**src/rtl/uart2ahb_ctrl.sv**
```systemverilog
// uart2ahb_ctrl: AHB-lite slave that sequences the uart_tx/uart_rx cores.
// Ports: hclk/hrst_n clock and async active-low reset; m_h* AHB request inputs;
//   s_hrdata_o/s_hready_o/s_resp_o AHB response; tx_data_o/tx_valid_o/tx_ready_i
//   byte stream to uart_tx; rx_data_i/rx_valid_i/rx_ready_o byte stream from
//   uart_rx; tx_busy_i/rx_busy_i core status; rx_overrun_error_i/rx_frame_error_i
//   error pulses; prescale_o baud prescale from CTRL.
// Optional build macro UART2AHB_CTRL_IRQ_EN adds irq_o and CTRL[19:18] enables.

`timescale 1ns/1ps

// Decodes AHB transfers into TXDATA/RXDATA/STATUS/CTRL, buffers bytes in TX/RX FIFOs.
// Latency: zero-wait data phase; register/FIFO effects land on the completing edge.
// Backpressure: wait states while a TXDATA write finds the TX FIFO full (tx_en=1); ERROR otherwise.
module uart2ahb_ctrl #(
    parameter int          ADDR_WIDTH   = 32,
    parameter int          DATA_WIDTH   = 32,
    parameter int          TX_DEPTH     = 4,
    parameter int          RX_DEPTH     = 4,
    parameter logic [15:0] PRESCALE_RST = 16'd27
) (
    input  logic                  hclk,
    input  logic                  hrst_n,
    input  logic [ADDR_WIDTH-1:0] m_haddr_i,
    input  logic [1:0]            m_htrans_i,
    input  logic                  m_hwrite_i,
    input  logic [2:0]            m_hsize_i,
    input  logic [DATA_WIDTH-1:0] m_hwdata_i,
    input  logic                  m_hsel_i,
    output logic [DATA_WIDTH-1:0] s_hrdata_o,
    output logic                  s_hready_o,
    output logic [1:0]            s_resp_o,
    output logic [7:0]            tx_data_o,
    output logic                  tx_valid_o,
    input  logic                  tx_ready_i,
    input  logic [7:0]            rx_data_i,
    input  logic                  rx_valid_i,
    output logic                  rx_ready_o,
    input  logic                  tx_busy_i,
    input  logic                  rx_busy_i,
    input  logic                  rx_overrun_error_i,
    input  logic                  rx_frame_error_i,
`ifdef UART2AHB_CTRL_IRQ_EN
    output logic                  irq_o,
`endif
    output logic [15:0]           prescale_o
);

    localparam int TAW = $clog2(TX_DEPTH);
    localparam int RAW = $clog2(RX_DEPTH);
    localparam logic [TAW:0] TX_ONE = 1;
    localparam logic [RAW:0] RX_ONE = 1;

    localparam logic [1:0] A_TXDATA = 2'd0;
    localparam logic [1:0] A_RXDATA = 2'd1;
    localparam logic [1:0] A_STATUS = 2'd2;
    localparam logic [1:0] A_CTRL   = 2'd3;

    typedef enum logic [2:0] {
        ST_IDLE,
        ST_DATA,
        ST_STALL,
        ST_ERR1,
        ST_ERR2
    } state_t;

    state_t      state;
    logic [1:0]  addr_q;
    logic        write_q;
    logic [7:0]  hold_dat;

    logic [15:0] prescale;
    logic        tx_en;
    logic        rx_en;
    logic [1:0]  sticky;        // [0] overrun, [1] frame
    logic [19:0] ctrl_rd;
    logic [7:0]  status;

    // ------------------------------------------------------------------
    // TX FIFO: pointers carry one extra wrap bit to tell full from empty.
    // ------------------------------------------------------------------
    logic [TAW:0] tx_wp, tx_rp;
    logic [7:0]   tx_mem [TX_DEPTH];
    logic         tx_full, tx_empty, tx_push, tx_pop;
    logic [7:0]   tx_push_dat;

    assign tx_empty = (tx_wp == tx_rp);
    assign tx_full  = (tx_wp[TAW] != tx_rp[TAW]) && (tx_wp[TAW-1:0] == tx_rp[TAW-1:0]);
    assign tx_data_o  = tx_mem[tx_rp[TAW-1:0]];
    // Gated by tx_en combinationally so clearing it stops the stream at once.
    assign tx_valid_o = !tx_empty && tx_en;
    assign tx_pop     = tx_valid_o && tx_ready_i;

    always_ff @(posedge hclk or negedge hrst_n) begin
        if (!hrst_n) begin
            tx_wp <= '0;
            tx_rp <= '0;
        end else begin
            if (tx_push) tx_wp <= tx_wp + TX_ONE;
            if (tx_pop)  tx_rp <= tx_rp + TX_ONE;
        end
    end

    always_ff @(posedge hclk) begin
        if (tx_push) tx_mem[tx_wp[TAW-1:0]] <= tx_push_dat;
    end

    // ------------------------------------------------------------------
    // RX FIFO
    // ------------------------------------------------------------------
    logic [RAW:0] rx_wp, rx_rp;
    logic [7:0]   rx_mem [RX_DEPTH];
    logic         rx_full, rx_empty, rx_push, rx_pop;
    logic [7:0]   rx_head;

    assign rx_empty   = (rx_wp == rx_rp);
    assign rx_full    = (rx_wp[RAW] != rx_rp[RAW]) && (rx_wp[RAW-1:0] == rx_rp[RAW-1:0]);
    assign rx_head    = rx_mem[rx_rp[RAW-1:0]];
    assign rx_ready_o = !rx_full && rx_en;
    assign rx_push    = rx_valid_i && rx_ready_o;

    always_ff @(posedge hclk or negedge hrst_n) begin
        if (!hrst_n) begin
            rx_wp <= '0;
            rx_rp <= '0;
        end else begin
            if (rx_push) rx_wp <= rx_wp + RX_ONE;
            if (rx_pop)  rx_rp <= rx_rp + RX_ONE;
        end
    end

    always_ff @(posedge hclk) begin
        if (rx_push) rx_mem[rx_wp[RAW-1:0]] <= rx_data_i;
    end

    // ------------------------------------------------------------------
    // Transfer decode
    // ------------------------------------------------------------------
    logic acc, in_data, tx_wr, rx_rd, stall_req, err_req, data_ok;
    logic status_wr, ctrl_wr, stall_done;

    assign acc        = m_hsel_i && m_htrans_i[1] && s_hready_o;
    assign in_data    = (state == ST_DATA);
    assign tx_wr      = in_data && write_q && (addr_q == A_TXDATA);
    assign rx_rd      = in_data && !write_q && (addr_q == A_RXDATA);
    assign stall_req  = tx_wr && tx_full && tx_en;
    // A full FIFO that is not draining would never free up, so fail instead of waiting.
    assign err_req    = (tx_wr && tx_full && !tx_en) || (rx_rd && rx_empty);
    assign data_ok    = in_data && !stall_req && !err_req;
    assign status_wr  = data_ok && write_q && (addr_q == A_STATUS);
    assign ctrl_wr    = data_ok && write_q && (addr_q == A_CTRL);
    assign stall_done = (state == ST_STALL) && !tx_full;

    // A held write lands on the cycle the stall releases, using the captured byte.
    assign tx_push     = (tx_wr && !tx_full) || stall_done;
    assign tx_push_dat = (state == ST_STALL) ? hold_dat : m_hwdata_i[7:0];
    assign rx_pop      = rx_rd && !rx_empty;

    always_comb begin
        s_hready_o = 1'b1;
        case (state)
            ST_DATA:  s_hready_o = !(stall_req || err_req);
            ST_STALL: s_hready_o = !tx_full;
            ST_ERR1:  s_hready_o = 1'b0;
            default:  s_hready_o = 1'b1;
        endcase
    end

    assign s_resp_o = ((state == ST_ERR1) || (state == ST_ERR2)) ? 2'b01 : 2'b00;

    // ------------------------------------------------------------------
    // Transfer FSM
    // ------------------------------------------------------------------
    always_ff @(posedge hclk or negedge hrst_n) begin
        if (!hrst_n) begin
            state    <= ST_IDLE;
            addr_q   <= '0;
            write_q  <= 1'b0;
            hold_dat <= '0;
        end else begin
            // acc can only be high on a cycle that completes the previous transfer.
            if (acc) begin
                addr_q  <= m_haddr_i[3:2];
                write_q <= m_hwrite_i;
            end
            if (stall_req) hold_dat <= m_hwdata_i[7:0];
            case (state)
                ST_DATA: begin
                    if (err_req)        state <= ST_ERR1;
                    else if (stall_req) state <= ST_STALL;
                    else                state <= acc ? ST_DATA : ST_IDLE;
                end
                ST_STALL: begin
                    if (!tx_full) state <= acc ? ST_DATA : ST_IDLE;
                end
                ST_ERR1: state <= ST_ERR2;
                default: state <= acc ? ST_DATA : ST_IDLE;
            endcase
        end
    end

    // ------------------------------------------------------------------
    // CTRL / STATUS registers
    // ------------------------------------------------------------------
    logic [1:0] sticky_clr;
    assign sticky_clr = status_wr ? m_hwdata_i[7:6] : 2'b00;

`ifdef UART2AHB_CTRL_IRQ_EN
    logic ie_tx, ie_rx, irq_q;
    assign irq_o   = irq_q;
    assign ctrl_rd = {ie_rx, ie_tx, rx_en, tx_en, prescale};
`else
    assign ctrl_rd = {2'b00, rx_en, tx_en, prescale};
`endif

    always_ff @(posedge hclk or negedge hrst_n) begin
        if (!hrst_n) begin
            prescale <= PRESCALE_RST;
            tx_en    <= 1'b0;
            rx_en    <= 1'b0;
            sticky   <= 2'b00;
`ifdef UART2AHB_CTRL_IRQ_EN
            ie_tx    <= 1'b0;
            ie_rx    <= 1'b0;
            irq_q    <= 1'b0;
`endif
        end else begin
            if (ctrl_wr) begin
                prescale <= m_hwdata_i[15:0];
                tx_en    <= m_hwdata_i[16];
                rx_en    <= m_hwdata_i[17];
`ifdef UART2AHB_CTRL_IRQ_EN
                ie_tx    <= m_hwdata_i[18];
                ie_rx    <= m_hwdata_i[19];
`endif
            end
            // A new error pulse beats a simultaneous write-one-to-clear.
            sticky <= (sticky & ~sticky_clr) | {rx_frame_error_i, rx_overrun_error_i};
`ifdef UART2AHB_CTRL_IRQ_EN
            irq_q  <= (ie_tx && tx_empty) || (ie_rx && (!rx_empty || (|sticky)));
`endif
        end
    end

    assign prescale_o = prescale;
    assign status = {sticky[1], sticky[0], rx_busy_i, tx_busy_i,
                     rx_full, rx_empty, tx_empty, tx_full};

    // Read data reflects live register values during the data phase only.
    always_comb begin
        s_hrdata_o = '0;
        if (in_data && !write_q) begin
            case (addr_q)
                A_RXDATA: if (!rx_empty) s_hrdata_o = DATA_WIDTH'(rx_head);
                A_STATUS: s_hrdata_o = DATA_WIDTH'(status);
                A_CTRL:   s_hrdata_o = DATA_WIDTH'(ctrl_rd);
                default:  s_hrdata_o = '0;
            endcase
        end
    end

    // Address bits outside [3:2], hsize, htrans[0] and upper write data carry no meaning here.
    logic unused_ok;
    assign unused_ok = ^{m_haddr_i[ADDR_WIDTH-1:4], m_haddr_i[1:0], m_htrans_i[0],
                         m_hsize_i, m_hwdata_i[DATA_WIDTH-1:16]};

endmodule

```
**config.mk**
```make
export PLATFORM = sky130hd
export DESIGN_NAME = uart2ahb_ctrl
export DESIGN_NICKNAME = d
export VERILOG_FILES = /design/src/rtl/uart2ahb_ctrl.sv
export SDC_FILE = /design/constraint.sdc
export NUM_CORES = 1
export LEC_CHECK = 0
export BUFFER_PORTS_ARGS = -buffer_cell sky130_fd_sc_hd__buf_2
export CAP_MARGIN = 10
export CORE_AREA = 2 2 102 104
export DETAILED_ROUTE_END_ITERATION = 10
export DIE_AREA = 0 0 104 106
export HOLD_SLACK_MARGIN = 0.15
export PLACE_DENSITY = 0.83
export SYNTH_ARGS = -nofsm -noshare
export SYNTH_HDL_FRONTEND = slang
export SYNTH_SLANG_ARGS = --single-unit
```
**constraint.sdc**
```tcl
create_clock -name hclk -period 2.7 [get_ports hclk]
set_input_delay 0.405 -clock hclk [delete_from_list [all_inputs] [get_ports hclk]]
set_output_delay 0.405 -clock hclk [all_outputs]
set_load 0.005 [all_outputs]
```
==> metrics.md <==
| Metric | Value |
|---|---|
| Slew HR | `0.312` |
| Final ANT Viol Nets | `0` |
| Internal power | `3.40 mW` |
| Die Height | `106 um` |
| Worst path bufs/invs | `1` |
| Combinational share of power | `0.376` |
| Core Box Area | `10000 um^2` |
| Period utilisation layout | `0.967` |
| GRT met2 Usage | `0.326` |
| Final setup margin | `0.0884 ns` |
| GPL Wtd Cong | `0.758` |
| # IOs | `148` |
| GRT overflow | `0` |
| DRT Wirelength | `9.89 mm` |
| Synth async-reset ratio | `0.418` |
| Slowest stage delay, CP | `0.64 ns` |
| Max rail drop VDD | `566 uV` |
| Final TNS setup | `0 ns` |
| Power density over the cells | `899 nW/um^2` |
| Commonest non-fill, non-tap cell in the layout | `buf_2` |
| Seq/Total Area, Yosys | `0.605` |
| CTS tree | `done` |
| First-pass GRT wire length | `15.7 mm` |
| Mapped Cells | `337` |
| #FFs+latches synth | `110` |
| Die W | `104 um` |
| Nature of the critical path startpoint | `flip-flop` |
| Sw Share | `0.351` |
| Via-to-Cell Ratio | `5.32` |
| Flop pwr share | `0.447` |
| Overall power | `5.24 mW` |
| Clock power share | `0.177` |
| NumNets Final | `528` |
| Main synth FF type | `edfxtp_1` |
| Max Fanout on Critical Path | `11` |
| All-Layer GR Usage | `0.184` |
| Clk root buf | `clkbuf_8` |
| Cts hold-fix bufs | `0` |
| Run status | `complete, no violations` |
| H-tree depth | `3` |
| HPWL after detailed placement | `7.26 mm` |
| Die area | `11000 um^2` |
| Final setup fails | `0` |
| Leakage power | `2.42 nW` |
| Placed inst area | `5650 um^2` |
| Worst path slowest cell | `or4b_4` |
| CTS Buffer Depth | `2` |
| GR Util met1 | `0.231` |
| Top-area cell type share of the netlist area | `0.377` |
| Cell family with most CP delay | `simple AND/OR/NAND/NOR gates` |
| Pin count of the biggest net entering global routing | `46` |
| Clock latency on the worst-skew pair | `0.37 ns` |
| Layout cell share with drive strength beyond 1 | `0.408` |
| Clk slew on worst S/H paths | `0.11 ns` |
| Antenna cells | `0` |
| Pre-CTS setup slack | `0.365 ns` |
| Area Overhead vs Synth | `14.6%` |
| Synth cell types | `53` |
| Final hold vios | `0` |
| First-pass detailed-route iteration total | `4` |
| Number of flops mapped to enable cells by yosys | `64` |
| Clock sink count | `110` |
| Post-layout minimum cycle time | `2.61 ns` |
| Final Skew | `0.0159 ns` |
| Total number of vias | `3042` |
| Netlist Area Pre-Place | `5090 um^2` |
| Synth area leaders | `edfxtp_1 38%, dfrtp_1 21%, mux4_2 7.1%` |
| Postcts setup bufs | `0` |
| Initial antenna violation count | `0` |
| Slew @ Worst Pin | `1.03 ns` |
| Most frequent cells in the layout | `84 x buf_2, 64 x edfxtp_1, 42 x dfrtp_1` |
| Crit path DAT | `2.21 ns` |
| Drt first-iter violations | `168` |
| Cts bufs inserted | `9` |
| Highest clock rate | `383 MHz` |
| IO Port Bufs | `84` |
| Crit path capture type | `primary output` |
| Worst-path cell chain | `or4b_4, or3_4, nor2_1, o22ai_1, buf_2` |
| Hold Crit Class | `in2async` |
| Row Count | `37` |
| Final max-slew violation count | `0` |
| WP data required | `2.30 ns` |
| DRC | `0` |
| Synthesized area per cell | `15.1 um^2` |
| Kind of critical path | `reg2out` |
| RSZ-0062 raised after global routing | `false` |
| Wire length per cell | `17.3 um` |
| Max-cap check violation count | `0` |
| Initial Utilization | `0.509` |
| Met3 Use GR | `0.0380` |
| Fin area | `5830 um^2` |
| Leading area contributor after synthesis | `edfxtp_1` |
| Psw | `1.84 mW` |
| Total of warnings raised by yosys | `0` |
| Top Usage Layer GRT | `met2` |
| Vias in the first global route | `3088` |
| Final hold slack | `0.187 ns` |
## layout make-up
| type | count | area, um^2 |
|---|---|---|
| clock buffer | 10 | 128 |
| clock inverter | 6 | 53.8 |
| sequential | 110 | 3080 |
| tap | 136 | 170 |
| timing repair buffer | 97 | 518 |
| inverter | 9 | 33.8 |
| multi-input combinational | 204 | 1850 |
| fill | 786 | 4170 |
## final timing paths
path | from | to | slack (ns) | cells past startpoint
min | hrst_n | addr_q[1] | 0.19 | 1
max | state[2] | s_hready_o | 0.09 | 5
max in group asynchronous | hrst_n | prescale_o[3] | 1.75 | 2
min in group hclk | rx_frame_error_i | sticky[1] | 0.21 | 2
max reg2reg | state[2] | tx_mem[0][1] | 0.37 | 4
min reg2reg | rx_wp[2] | rx_wp[2] | 0.50 | 1
## per-stage QoR
step            util  std cells
3_3_place_gp   0.565        556
2_1_floorplan      -        351
4_1_cts        0.583        572
6_report       0.583        572
5_1_grt        0.583        572
3_5_place_dp   0.565        556
## cell usage after synthesis (8+ instances only)
| cell type | count |
|---|---|
| and2_1 | 16 |
| buf_4 | 18 |
| dfrtp_1 | 42 |
| edfxtp_1 | 64 |
| ha_1 | 10 |
| inv_1 | 8 |
| mux2_2 | 28 |
| mux2_4 | 9 |
| mux4_2 | 16 |
| nand2_1 | 20 |
| xnor2_1 | 12 |
## metal layers
| layer | part of all wire | vias up |
|---|---|---|
| met3 | 0.048 | 14 |
| met5 | 0 | - |
| li1 | - | 1426 |
| met1 | 0.43 | 1504 |
| met2 | 0.51 | 98 |
| met4 | 0.014 | 0 |
## power groups by stage
stage                     Combinational, mW  Sequential [mW]  Clock (mW)
final                                  1.97             2.34       0.930
after global routing                   2.16             2.38        1.02
after CTS                              1.98             2.34       0.947
after detailed placement               1.97             2.37           0
after global placement                 1.91             2.35           0
after floorplan                        1.39             2.30           0
## sequential cells by signal, indices dropped and copies added, names as in the netlist, 3 cells and up
register / cells
hold_dat: 8
prescale_o: 16
rx_mem: 32
rx_rp: 3
rx_wp: 3
state: 3
tx_mem: 32
tx_rp: 3
tx_wp: 3
## what timing repair did
item | CTS | global route
endpoints found under the setup margin | 0 | 2
gates resized for setup | 0 | 1
endpoints found under the hold margin | 0 | 0
## cells by family (layout without fill, tap and decap cells)
kind of cell	after synthesis	in the layout	share of synthesized area
compound gates	39	39	0.0573
xor+xnor	14	14	0.0241
fa+ha+maj	10	10	0.0246
buf+inv	37	122	0.0433
flops	110	110	0.605
mux	54	54	0.161
other cells	1	15	0.000737
simple gates	72	72	0.0841
(Power assumes the default switching activity.)
